## src/rtl/link_aligner_pkg.sv

```systemverilog
// Shared types and helpers for the per-channel receive block aligner.
// Latency: n/a (declarations only).
// Backpressure: n/a.
package link_aligner_pkg;

    typedef enum logic [1:0] {
        IDLE   = 2'd0,
        HUNT   = 2'd1,
        SLIP   = 2'd2,
        LOCKED = 2'd3
    } align_state_t;

    // Only these two sync patterns mark a correctly framed block.
    localparam logic [1:0] SYNC_DATA = 2'b01;
    localparam logic [1:0] SYNC_CTRL = 2'b10;

    localparam int          STAT_W   = 8;
    localparam logic [7:0]  STAT_MAX = 8'hFF;

    function automatic logic is_good_header(input logic [1:0] sync);
        return (sync == SYNC_DATA) || (sync == SYNC_CTRL);
    endfunction

endpackage

```

## src/rtl/link_align_channel.sv

```systemverilog
// One receive channel: hunts for header lock, requests gearbox slips, monitors errors.
// Latency: slip and lock status are registered, visible the cycle after the deciding header.
// Backpressure: none; headers are consumed every cycle rx valid is high.
//
// Ports: clock, reset_n (sync, active-low), activate (low forces IDLE),
//        valid/sync (header strobe and its two sync bits), slip (1-cycle gearbox
//        request), locked (channel up). With LINK_ALIGNER_STATS_EN defined,
//        loss_count and slip_count expose saturating 8-bit event counters.
module link_align_channel
    import link_aligner_pkg::*;
#(
    parameter int LOCK_COUNT = 64,
    parameter int SLIP_WAIT  = 32,
    parameter int WINDOW     = 64,
    parameter int BAD_LIMIT  = 16
) (
    input  logic              clock,
    input  logic              reset_n,
    input  logic              activate,
    input  logic              valid,
    input  logic [1:0]        sync,
    output logic              slip,
    output logic              locked
`ifdef LINK_ALIGNER_STATS_EN
    ,
    output logic [STAT_W-1:0] loss_count,
    output logic [STAT_W-1:0] slip_count
`endif
);

    localparam int GW = $clog2(LOCK_COUNT + 1);
    localparam int WW = $clog2(SLIP_WAIT + 1);
    localparam int HW = $clog2(WINDOW + 1);
    localparam int BW = $clog2(BAD_LIMIT + 1);

    localparam logic [GW-1:0] GOOD_MAX = GW'(LOCK_COUNT);
    localparam logic [WW-1:0] WAIT_MAX = WW'(SLIP_WAIT);
    localparam logic [HW-1:0] HDR_MAX  = HW'(WINDOW);
    localparam logic [BW-1:0] BAD_MAX  = BW'(BAD_LIMIT);

    align_state_t  state, state_nxt;
    logic [GW-1:0] good_cnt, good_nxt;
    logic [WW-1:0] wait_cnt, wait_nxt;
    logic [HW-1:0] hdr_cnt,  hdr_nxt;
    logic [BW-1:0] bad_cnt,  bad_nxt;
    logic          slip_q,   slip_nxt;
    logic          hdr_good;

    assign hdr_good = is_good_header(sync);

    always_comb begin
        state_nxt = state;
        good_nxt  = good_cnt;
        wait_nxt  = wait_cnt;
        hdr_nxt   = hdr_cnt;
        bad_nxt   = bad_cnt;
        slip_nxt  = 1'b0;

        if (!activate) begin
            // Dropping activate wins over everything, including a slip that
            // would otherwise be issued this cycle.
            state_nxt = IDLE;
            good_nxt  = '0;
            wait_nxt  = '0;
            hdr_nxt   = '0;
            bad_nxt   = '0;
        end else begin
            case (state)
                IDLE: state_nxt = HUNT;

                HUNT: begin
                    if (valid && !hdr_good) begin
                        slip_nxt  = 1'b1;
                        good_nxt  = '0;
                        wait_nxt  = '0;
                        state_nxt = SLIP;
                    end else if (valid) begin
                        good_nxt = (good_cnt == GOOD_MAX) ? good_cnt : good_cnt + GW'(1);
                        if (good_nxt == GOOD_MAX) begin
                            // Start the locked phase with fresh window counters and
                            // a clean run count for any later re-hunt.
                            good_nxt  = '0;
                            hdr_nxt   = '0;
                            bad_nxt   = '0;
                            state_nxt = LOCKED;
                        end
                    end
                end

                SLIP: begin
                    // Gearbox needs time to settle; headers here are meaningless.
                    wait_nxt = (wait_cnt == WAIT_MAX) ? wait_cnt : wait_cnt + WW'(1);
                    if (wait_nxt == WAIT_MAX) begin
                        wait_nxt  = '0;
                        state_nxt = HUNT;
                    end
                end

                LOCKED: begin
                    if (valid) begin
                        hdr_nxt = (hdr_cnt == HDR_MAX) ? hdr_cnt : hdr_cnt + HW'(1);
                        if (!hdr_good) begin
                            bad_nxt = (bad_cnt == BAD_MAX) ? bad_cnt : bad_cnt + BW'(1);
                        end
                        // Loss of lock is checked first so an error limit hit on the
                        // last header of a window is not erased by the window clear.
                        if (bad_nxt == BAD_MAX) begin
                            hdr_nxt   = '0;
                            bad_nxt   = '0;
                            state_nxt = HUNT;
                        end else if (hdr_nxt == HDR_MAX) begin
                            hdr_nxt = '0;
                            bad_nxt = '0;
                        end
                    end
                end

                default: state_nxt = IDLE;
            endcase
        end
    end

    always_ff @(posedge clock) begin
        if (!reset_n) begin
            state    <= IDLE;
            good_cnt <= '0;
            wait_cnt <= '0;
            hdr_cnt  <= '0;
            bad_cnt  <= '0;
            slip_q   <= 1'b0;
        end else begin
            state    <= state_nxt;
            good_cnt <= good_nxt;
            wait_cnt <= wait_nxt;
            hdr_cnt  <= hdr_nxt;
            bad_cnt  <= bad_nxt;
            slip_q   <= slip_nxt;
        end
    end

    assign slip   = slip_q;
    assign locked = (state == LOCKED);

`ifdef LINK_ALIGNER_STATS_EN
    logic lost;

    // activate=0 always leads to IDLE, so this only catches error-driven losses.
    assign lost = (state == LOCKED) && (state_nxt == HUNT);

    always_ff @(posedge clock) begin
        if (!reset_n) begin
            loss_count <= '0;
            slip_count <= '0;
        end else begin
            if (lost && (loss_count != STAT_MAX)) begin
                loss_count <= loss_count + 8'd1;
            end
            if (slip_nxt && (slip_count != STAT_MAX)) begin
                slip_count <= slip_count + 8'd1;
            end
        end
    end
`endif

endmodule

```

## src/rtl/link_aligner.sv

```systemverilog
// Receive block-alignment manager for C transceiver channels; all_up gates mesh traffic.
// Latency: per-channel status as in link_align_channel; all_up one cycle after link_up.
// Backpressure: none; every valid header is consumed.
//
// Ports: clock, reset_n (sync, active-low), activate, rx_valid[C],
//        rx_header[HW*C] (channel i at [i*HW +: HW], sync bits [1:0]),
//        rx_slip[C], link_up[C], all_up.
// Optional: define LINK_ALIGNER_STATS_EN to add loss_count[8*C] and slip_count[8*C].
module link_aligner
    import link_aligner_pkg::*;
#(
    parameter int C          = 12,
    parameter int HW         = 6,
    parameter int LOCK_COUNT = 64,
    parameter int SLIP_WAIT  = 32,
    parameter int WINDOW     = 64,
    parameter int BAD_LIMIT  = 16
) (
    input  logic                  clock,
    input  logic                  reset_n,
    input  logic                  activate,
    input  logic [C-1:0]          rx_valid,
    input  logic [HW*C-1:0]       rx_header,
    output logic [C-1:0]          rx_slip,
    output logic [C-1:0]          link_up,
    output logic                  all_up
`ifdef LINK_ALIGNER_STATS_EN
    ,
    output logic [STAT_W*C-1:0]   loss_count,
    output logic [STAT_W*C-1:0]   slip_count
`endif
);

    // Payload bits above the sync field are not inspected by the aligner.
    logic unused_hdr_bits;
    assign unused_hdr_bits = ^rx_header;

    for (genvar i = 0; i < C; i++) begin : g_chan
        link_align_channel #(
            .LOCK_COUNT (LOCK_COUNT),
            .SLIP_WAIT  (SLIP_WAIT),
            .WINDOW     (WINDOW),
            .BAD_LIMIT  (BAD_LIMIT)
        ) u_chan (
            .clock      (clock),
            .reset_n    (reset_n),
            .activate   (activate),
            .valid      (rx_valid[i]),
            .sync       (rx_header[i*HW +: 2]),
            .slip       (rx_slip[i]),
            .locked     (link_up[i])
`ifdef LINK_ALIGNER_STATS_EN
            ,
            .loss_count (loss_count[i*STAT_W +: STAT_W]),
            .slip_count (slip_count[i*STAT_W +: STAT_W])
`endif
        );
    end

    always_ff @(posedge clock) begin
        if (!reset_n) begin
            all_up <= 1'b0;
        end else begin
            all_up <= &link_up;
        end
    end

endmodule
```

## config.mk

```make
export PLATFORM = sky130hd
export DESIGN_NAME = link_aligner
export DESIGN_NICKNAME = d
export VERILOG_FILES = /design/src/rtl/link_aligner_pkg.sv /design/src/rtl/link_align_channel.sv /design/src/rtl/link_aligner.sv
export SDC_FILE = /design/constraint.sdc
export NUM_CORES = 1
export LEC_CHECK = 0
export CORE_MARGIN = 2
export CORE_UTILIZATION = 50
export CTS_CLUSTER_DIAMETER = 100
export DETAILED_ROUTE_END_ITERATION = 8
export PLACE_DENSITY = 0.74
export SLEW_MARGIN = 20
export SYNTH_ARGS = -nofsm -noshare
export SYNTH_HDL_FRONTEND = slang
export SYNTH_SLANG_ARGS = --single-unit
```

## constraint.sdc

```tcl
create_clock -name clock -period 3.28 [get_ports clock]
set_input_delay 0.492 -clock clock [delete_from_list [all_inputs] [get_ports clock]]
set_output_delay 0.492 -clock clock [all_outputs]
set_load 0.05 [all_outputs]
```

Word-level counts from Yosys, hierarchy flattened
Index checks and enable logic that the tools add are counted.
{"block": "totals", "regBits": 337, "latchBits": 0, "mem_bits_rw": 0, "rom_bits": 0, "in_bits": 87, "output_inout_bits": 25, "word_cells": 963, "n_memories": 0}
{"block": "op_classes", "add_sub_neg": 48, "mul": 0, "div": 0, "n_lt_le_gt_ge": 0, "eq_ne": 264, "shift": 0, "muxes": 432, "bitwise": 0, "reduce_logical": 146}
{"operator": "two-way mux 7 bit", "n": 132}
{"operator": "two-way mux 5 bit", "n": 132}
{"operator": "== test 7 bit (second input constant)", "n": 48}
{"operator": "two-way mux 6 bit", "n": 36}
{"operator": "adder 7 x 1 -> 7 bit (second input constant)", "n": 24}
{"operator": "case mux 7 bit (2 select lines)", "n": 12}
{"operator": "== test 6 bit (second input constant)", "n": 24}
{"operator": "two-way mux 2 bit", "n": 72}
{"operator": "case mux 6 bit (2 select lines)", "n": 12}
{"operator": "== test 5 bit (second input constant)", "n": 24}
{"operator": "case mux 5 bit (2 select lines)", "n": 12}
{"operator": "AND reduction 5 bit", "n": 24}
{"operator": "inequality test 2 bit (second input constant)", "n": 48}
{"operator": "case mux 2 bit (4 select lines)", "n": 12}
{"operator": "adder 6 x 1 -> 6 bit (second input constant)", "n": 12}
{"operator": "== test 2 bit (second input constant)", "n": 36}
{"operator": "inequality test 2 x 1 -> 1 bit (second input constant)", "n": 36}
{"operator": "nonzero test 2 bit", "n": 36}
{"operator": "adder 5 x 1 -> 5 bit (second input constant)", "n": 12}
{"operator": "AND reduction 2 bit", "n": 25}
{"operator": "== test 2 x 1 -> 1 bit (second input constant)", "n": 24}
{"operator": "inequality test 3 x 1 -> 1 bit (second input constant)", "n": 12}
{"operator": "inequality test 3 x 2 -> 1 bit (second input constant)", "n": 12}
{"operator": "AND reduction 3 bit", "n": 12}
{"operator": "other kinds (6)", "n": 61}

Logic depth before layout (Yosys ltp)
{"block": "depth", "word_depth": 10, "depth_mapped": 10, "mapped_depth_nobuf": 9}

By module
From an unflattened synthesis, not the netlist that was laid out.
{"block": "hier_totals", "hier_cells": 2957, "area_unflattened_um2": 23435.0}
{"module": "link_align_channel (g_chan[4].u_chan ...)", "instances": 5, "cells_each": 247, "area_per_inst_um2": 1969.4, "seq_area_each_um2": 560.5}
{"module": "link_align_channel (g_chan[0].u_chan ...)", "instances": 4, "cells_each": 245, "area_per_inst_um2": 1894.3, "seq_area_each_um2": 560.5}
{"module": "link_align_channel (g_chan[9].u_chan)", "instances": 1, "cells_each": 248, "area_per_inst_um2": 2082.0, "seq_area_each_um2": 560.5}
{"module": "link_align_channel (g_chan[11].u_chan)", "instances": 1, "cells_each": 254, "area_per_inst_um2": 1989.4, "seq_area_each_um2": 560.5}
{"module": "link_align_channel (g_chan[3].u_chan)", "instances": 1, "cells_each": 234, "area_per_inst_um2": 1885.6, "seq_area_each_um2": 560.5}
{"module": "link_aligner", "instances": 1, "cells_each": 6, "area_per_inst_um2": 53.8, "seq_area_each_um2": 20.0}

Worst setup path after synthesis
No wires, ideal clock.
{"block": "synth_timing", "path_kind": "register to register", "from": "register g_chan[0].u_chan.good_cnt[0]", "to": "register g_chan[0].u_chan.bad_cnt[4]", "setup_ns": 0.117, "arrival_ns": 2.547, "t_required_ns": 3.163, "slack_ns": 0.615, "stages_incl_launch_ff": 10, "path_buffers": 1, "synth_period_minus_slack_ns": 2.665, "path_cell_list": "dfxtp_1 > inv_1 > ha_1 > or4bb_1 > nor3_1 > mux2i_1 > nand4b_1 > o41a_1 > clkbuf_1 > a32o_1"}
{"block": "synth_between", "elab_chain_len": 5, "elab_cells_between_ends": 6, "cone_classes": "1 x add/sub; 3 x eq/ne; 1 x mux; 1 x reduce/logical"}
{"item": "start: declaration", "line": "link_align_channel.sv:42", "text": "logic [GW-1:0] good_cnt, good_nxt;"}
{"item": "start signal: assignment", "line": "link_align_channel.sv:133", "text": "good_cnt <= good_nxt;"}
{"item": "adder 7 x 1 -> 7 bit or == test 7 bit (tied branches)", "line": "link_align_channel.sv:78", "text": "good_nxt = (good_cnt == GOOD_MAX) ? good_cnt : good_cnt + GW'(1);"}
{"item": "two-way mux 7 bit *", "line": "link_align_channel.sv:78"}
{"item": "== test 7 bit *", "line": "link_align_channel.sv:79", "text": "if (good_nxt == GOOD_MAX) begin"}
{"item": "inequality test 2 x 1 -> 1 bit (no line) *"}
{"item": "AND reduction 5 bit (no line) *"}
{"item": "end signal: assignment", "line": "link_align_channel.sv:136", "text": "bad_cnt <= bad_nxt;"}
{"item": "end: declaration", "line": "link_align_channel.sv:45", "text": "logic [BW-1:0] bad_cnt, bad_nxt;"}
Every way passes the cells marked *; elsewhere a longest branch is shown, timed or not.
A chain may end at the register's enable or synchronous reset.

Worst setup path after layout
{"block": "layout_timing", "from": "register g_chan[0].u_chan.good_cnt[0]", "to": "register g_chan[0].u_chan.bad_cnt[0]"}
Same word-level chain as after synthesis.

==> qor.tcl <==
set qor(run_status) {complete, no violations}
set qor(tightestPinTransition_ns) 0.842
set qor(max_freq_mhz) 332
set qor(slew_headroom_pct) 43.4
set qor(final_period_minus_worst_setup_slack_ns) 3.01
set qor(post_route_fraction_of_the_period_consumed_by_the_critical_path_pct) 91.9
set qor(floorplan.rows) 77
set qor(routabilityCongestion) 0.883
set qor(detailroute.via_count) 21179
set qor(yosys_most_used_dff) {sky130_fd_sc_hd__dfxtp_1}
set qor(synthCells) 2893
set qor(post_synth_and_or_nand_nor_area_fraction_pct) 30.5
set qor(final.setup.tns_ns) 0
set qor(grt_pass1_vias) 20026
set qor(n_antenna_cell) 0
set qor(hold_buffers) 0
set qor(num-nets-final) 3105
set qor(timing.hold.worst.start) {g_chan[11].u_chan.good_cnt[4]}
set qor(initial_utilization_pct) 50.3
set qor(postCtsSetupRepairBufs) 0
set qor(tritoncts) {done}
set qor(post_drt_via_cell_ratio) 5.97
set qor(finalSetupViolCount) 0
set qor(syn-mean-instance-area_um2) 7.64
set qor(clock_latency_at_the_later_pin_of_the_worst_skew_pair_ns) 0.57
set qor(post_route_cells_drive_above_1_share_pct) 5.79
set qor(floorplan_die_height_um) 214
set qor(syn-num-nets) 3076
set qor(design.core.area_um2) 43900
set qor(rsz0062_at_grt) {false}
set qor(synth_top_family_by_area) {simple AND/OR/NAND/NOR gates}
set qor(maxCapViolCount) 0
set qor(global_route_usage_over_all_layers_pct) 22.2
set qor(critPathMaxFanout) 13
set qor(arrival_time_of_the_worst_setup_path_ns) 3.46
set qor(cts.root.buffer_cell) {sky130_fd_sc_hd__clkbuf_16}
set qor(first_pass_grt_wire_length_um) 90400
set qor(antenna_violating_nets_post_route) 0
set qor(dieWidth_um) 214
set qor(place.port_buffers) 63
set qor(start_kind) {flop}
set qor(antenna_found_initial) 0
set qor(maximum_number_of_pins_on_one_net_before_global_route_repair) 149
set qor(total_power_uw) 9330
set qor(synth_edf_count) 0
set qor(synth.ff_latch_count) 337
set qor(grt-ovfl-total) 0
set qor(post_synth_xor_xnor_area_pct) 5.70
set qor(share_of_cell_area_taken_by_muxes_after_synthesis_pct) 1.05
set qor(critPathRequiredTime_ns) 3.72
set qor(max-clock-path-buffers) 3
set qor(ir_worst_vdd_v) 0.000376
set qor(drv_slew) 0
set qor(dp.cells) 3471
set qor(timing_worst_setup_path_type) {flop to flop}
set qor(power.static_leakage_uw) 0.00875
set qor(clock_sinks) 337
set qor(route.detailed.drc) 0
set qor(finish.cell_count_without_fillers) 3547
set qor(synth_compound_gate_area_share_pct) 21.7
set qor(drt_iter0_drc) 1520
set qor(io_pins) 112
set qor(layout-area-overhead-vs-synth_pct) 11.7
set qor(yosys.area_share.adder_pct) 5.43
set qor(power_density_nw_per_um2) 378
set qor(number_of_synthesis_warnings) 0
set qor(area_of_the_die_um2) 45900
set qor(register_area_um2) 6750
set qor(synth-seq-area-share_pct) 30.5
set qor(post_cts_resized) 0
set qor(worst_r2r_startpoint) {g_chan[0].u_chan.good_cnt[0]}
set qor(timing.critical_path.from) {g_chan[0].u_chan.good_cnt[0]}
set qor(synth_cell_types) 93
set qor(async_flop_share_pct) 0
set qor(clock_skew_ns) 0.0205
set qor(routed_wl_um) 52400
set qor(fillers) 4026
set qor(syn_area_um2) 22100
set qor(worst_setup_path_end_kind) {flop}
set qor(wire_per_inst_um) 14.8
set qor(dp.final_hpwl_um) 36200
set qor(cts_htree_levels) 2
set qor(clk_transition_reported_paths_ns) 0.06
set qor(multi_input_area_um2) 14300
set qor(cts-buffers-inserted) 41
set qor(hp_class) {flop to flop}
set qor(firstDrtPassIters) 5
set qor(report.final.hold_viol_count) 0
[logic make-up after synthesis]
| family | count (synthesis) |
|---|---|
| and+or+nand+nor | 1288 |
| AOI/OAI and AO/OA | 732 |
| DFF | 337 |
| buffers and inverters | 273 |
| xor gates and xnor gates | 144 |
| adders and majority gates | 96 |
| muxes | 23 |
[synth_stat cells, drive strengths merged (38+ instances only)]
cell type,n,share of area [%]
a21oi,203,4.6
a22oi,55,1.9
a31oi,45,1.3
and3,79,2.2
buf,38,1.1
clkbuf,89,1.5
dfxtp,337,31
ha,96,5.4
inv,146,2.5
nand2,246,4.2
nand2b,48,1.4
nand3,169,3.8
nand3b,47,1.6
nand4,44,1.2
nor2,284,4.8
nor2b,49,1.4
nor3,95,2.2
nor4,38,1.1
o21ai,172,3.9
or3,40,1.2
xnor2,84,3.3
xor2,60,2.4
[stage by stage]
stage                     instance area, um^2  hold slack (ns)  util (%)  worst slack [ns]
after floorplan                         22100            0.457         -             0.615
after global placement                  23300            0.475      53.1            0.0819
after detailed placement                23300            0.485      53.1           0.00966
after CTS                               24700            0.491      56.2             0.301
after global routing                    24700            0.519      56.2            0.0214
final                                   24700            0.488      56.2             0.266
[report_power, final]
part | switching [uW] | leakage [uW] | internal, uW
Combinational | 380 | 0.00535 | 203
Clock | 1830 | 0.000676 | 2780
Sequential | 22.8 | 0.00272 | 4110
[layout by cell type (no fill, tap or decap), types with 44 or more instances in the layout]
cell type and n:
sky130_fd_sc_hd__a21oi_1 203, sky130_fd_sc_hd__a22oi_1 55, sky130_fd_sc_hd__a31oi_1 44, sky130_fd_sc_hd__and3_1 79, sky130_fd_sc_hd__buf_4 48, sky130_fd_sc_hd__clkdlybuf4s50_1 63, sky130_fd_sc_hd__dfxtp_1 337, sky130_fd_sc_hd__ha_1 96
sky130_fd_sc_hd__inv_1 146, sky130_fd_sc_hd__nand2_1 245, sky130_fd_sc_hd__nand2b_1 47, sky130_fd_sc_hd__nand3_1 169, sky130_fd_sc_hd__nand3b_1 47, sky130_fd_sc_hd__nand4_1 44, sky130_fd_sc_hd__nor2_1 284, sky130_fd_sc_hd__nor2b_1 49
sky130_fd_sc_hd__nor3_1 94, sky130_fd_sc_hd__o21ai_0 171, sky130_fd_sc_hd__xnor2_1 84, sky130_fd_sc_hd__xor2_1 60
[final cells by class]
class | count | area share, %
Timing Repair Buffer | 113 | 4.17
Clock buffer | 59 | 4.84
Multi-Input combinational cell | 2283 | 57.7
Inverter | 146 | 2.22
Clock inverter | 17 | 0.729
Sequential cell | 337 | 27.3
Tap cell | 592 | 3.00
[final timing paths]
path	endpoint	slack (ns)	cells past startpoint
worst min register to register	g_chan[11].u_chan.good_cnt[4]	0.49	2
worst max register to register	g_chan[0].u_chan.bad_cnt[0]	0.27	9
worst min-delay path	g_chan[11].u_chan.good_cnt[4]	0.49	2
worst max-delay path	g_chan[0].u_chan.bad_cnt[0]	0.27	9
[per-layer routing]
layer	vias up	global-route usage, %	share of wire (%)
met5	-	0	0
met4	0	7.27	1.9
met3	81	3.12	4.5
met2	471	39.3	49
met1	10034	27.6	45
li1	10593	-	-
[state kept, by name, indices dropped and copies added, names as in the netlist]
name	count
all_up	1
g_chan.u_chan.bad_cnt	60
g_chan.u_chan.good_cnt	84
g_chan.u_chan.hdr_cnt	84
g_chan.u_chan.slip	12
g_chan.u_chan.state	24
g_chan.u_chan.wait_cnt	72
[critical path: stages, from the launching register on]
cell and delay, ns:
sky130_fd_sc_hd__dfxtp_1 0.38, sky130_fd_sc_hd__inv_1 0.08, sky130_fd_sc_hd__ha_1 0.14, sky130_fd_sc_hd__or4bb_1 0.46, sky130_fd_sc_hd__nor3_1 0.42, sky130_fd_sc_hd__mux2i_1 0.27, sky130_fd_sc_hd__nand4b_1 0.18, sky130_fd_sc_hd__o41a_1 0.60
sky130_fd_sc_hd__a22oi_1 0.25, sky130_fd_sc_hd__o21ai_0 0.10
No activity file was read; power rests on OpenSTA's default activity.
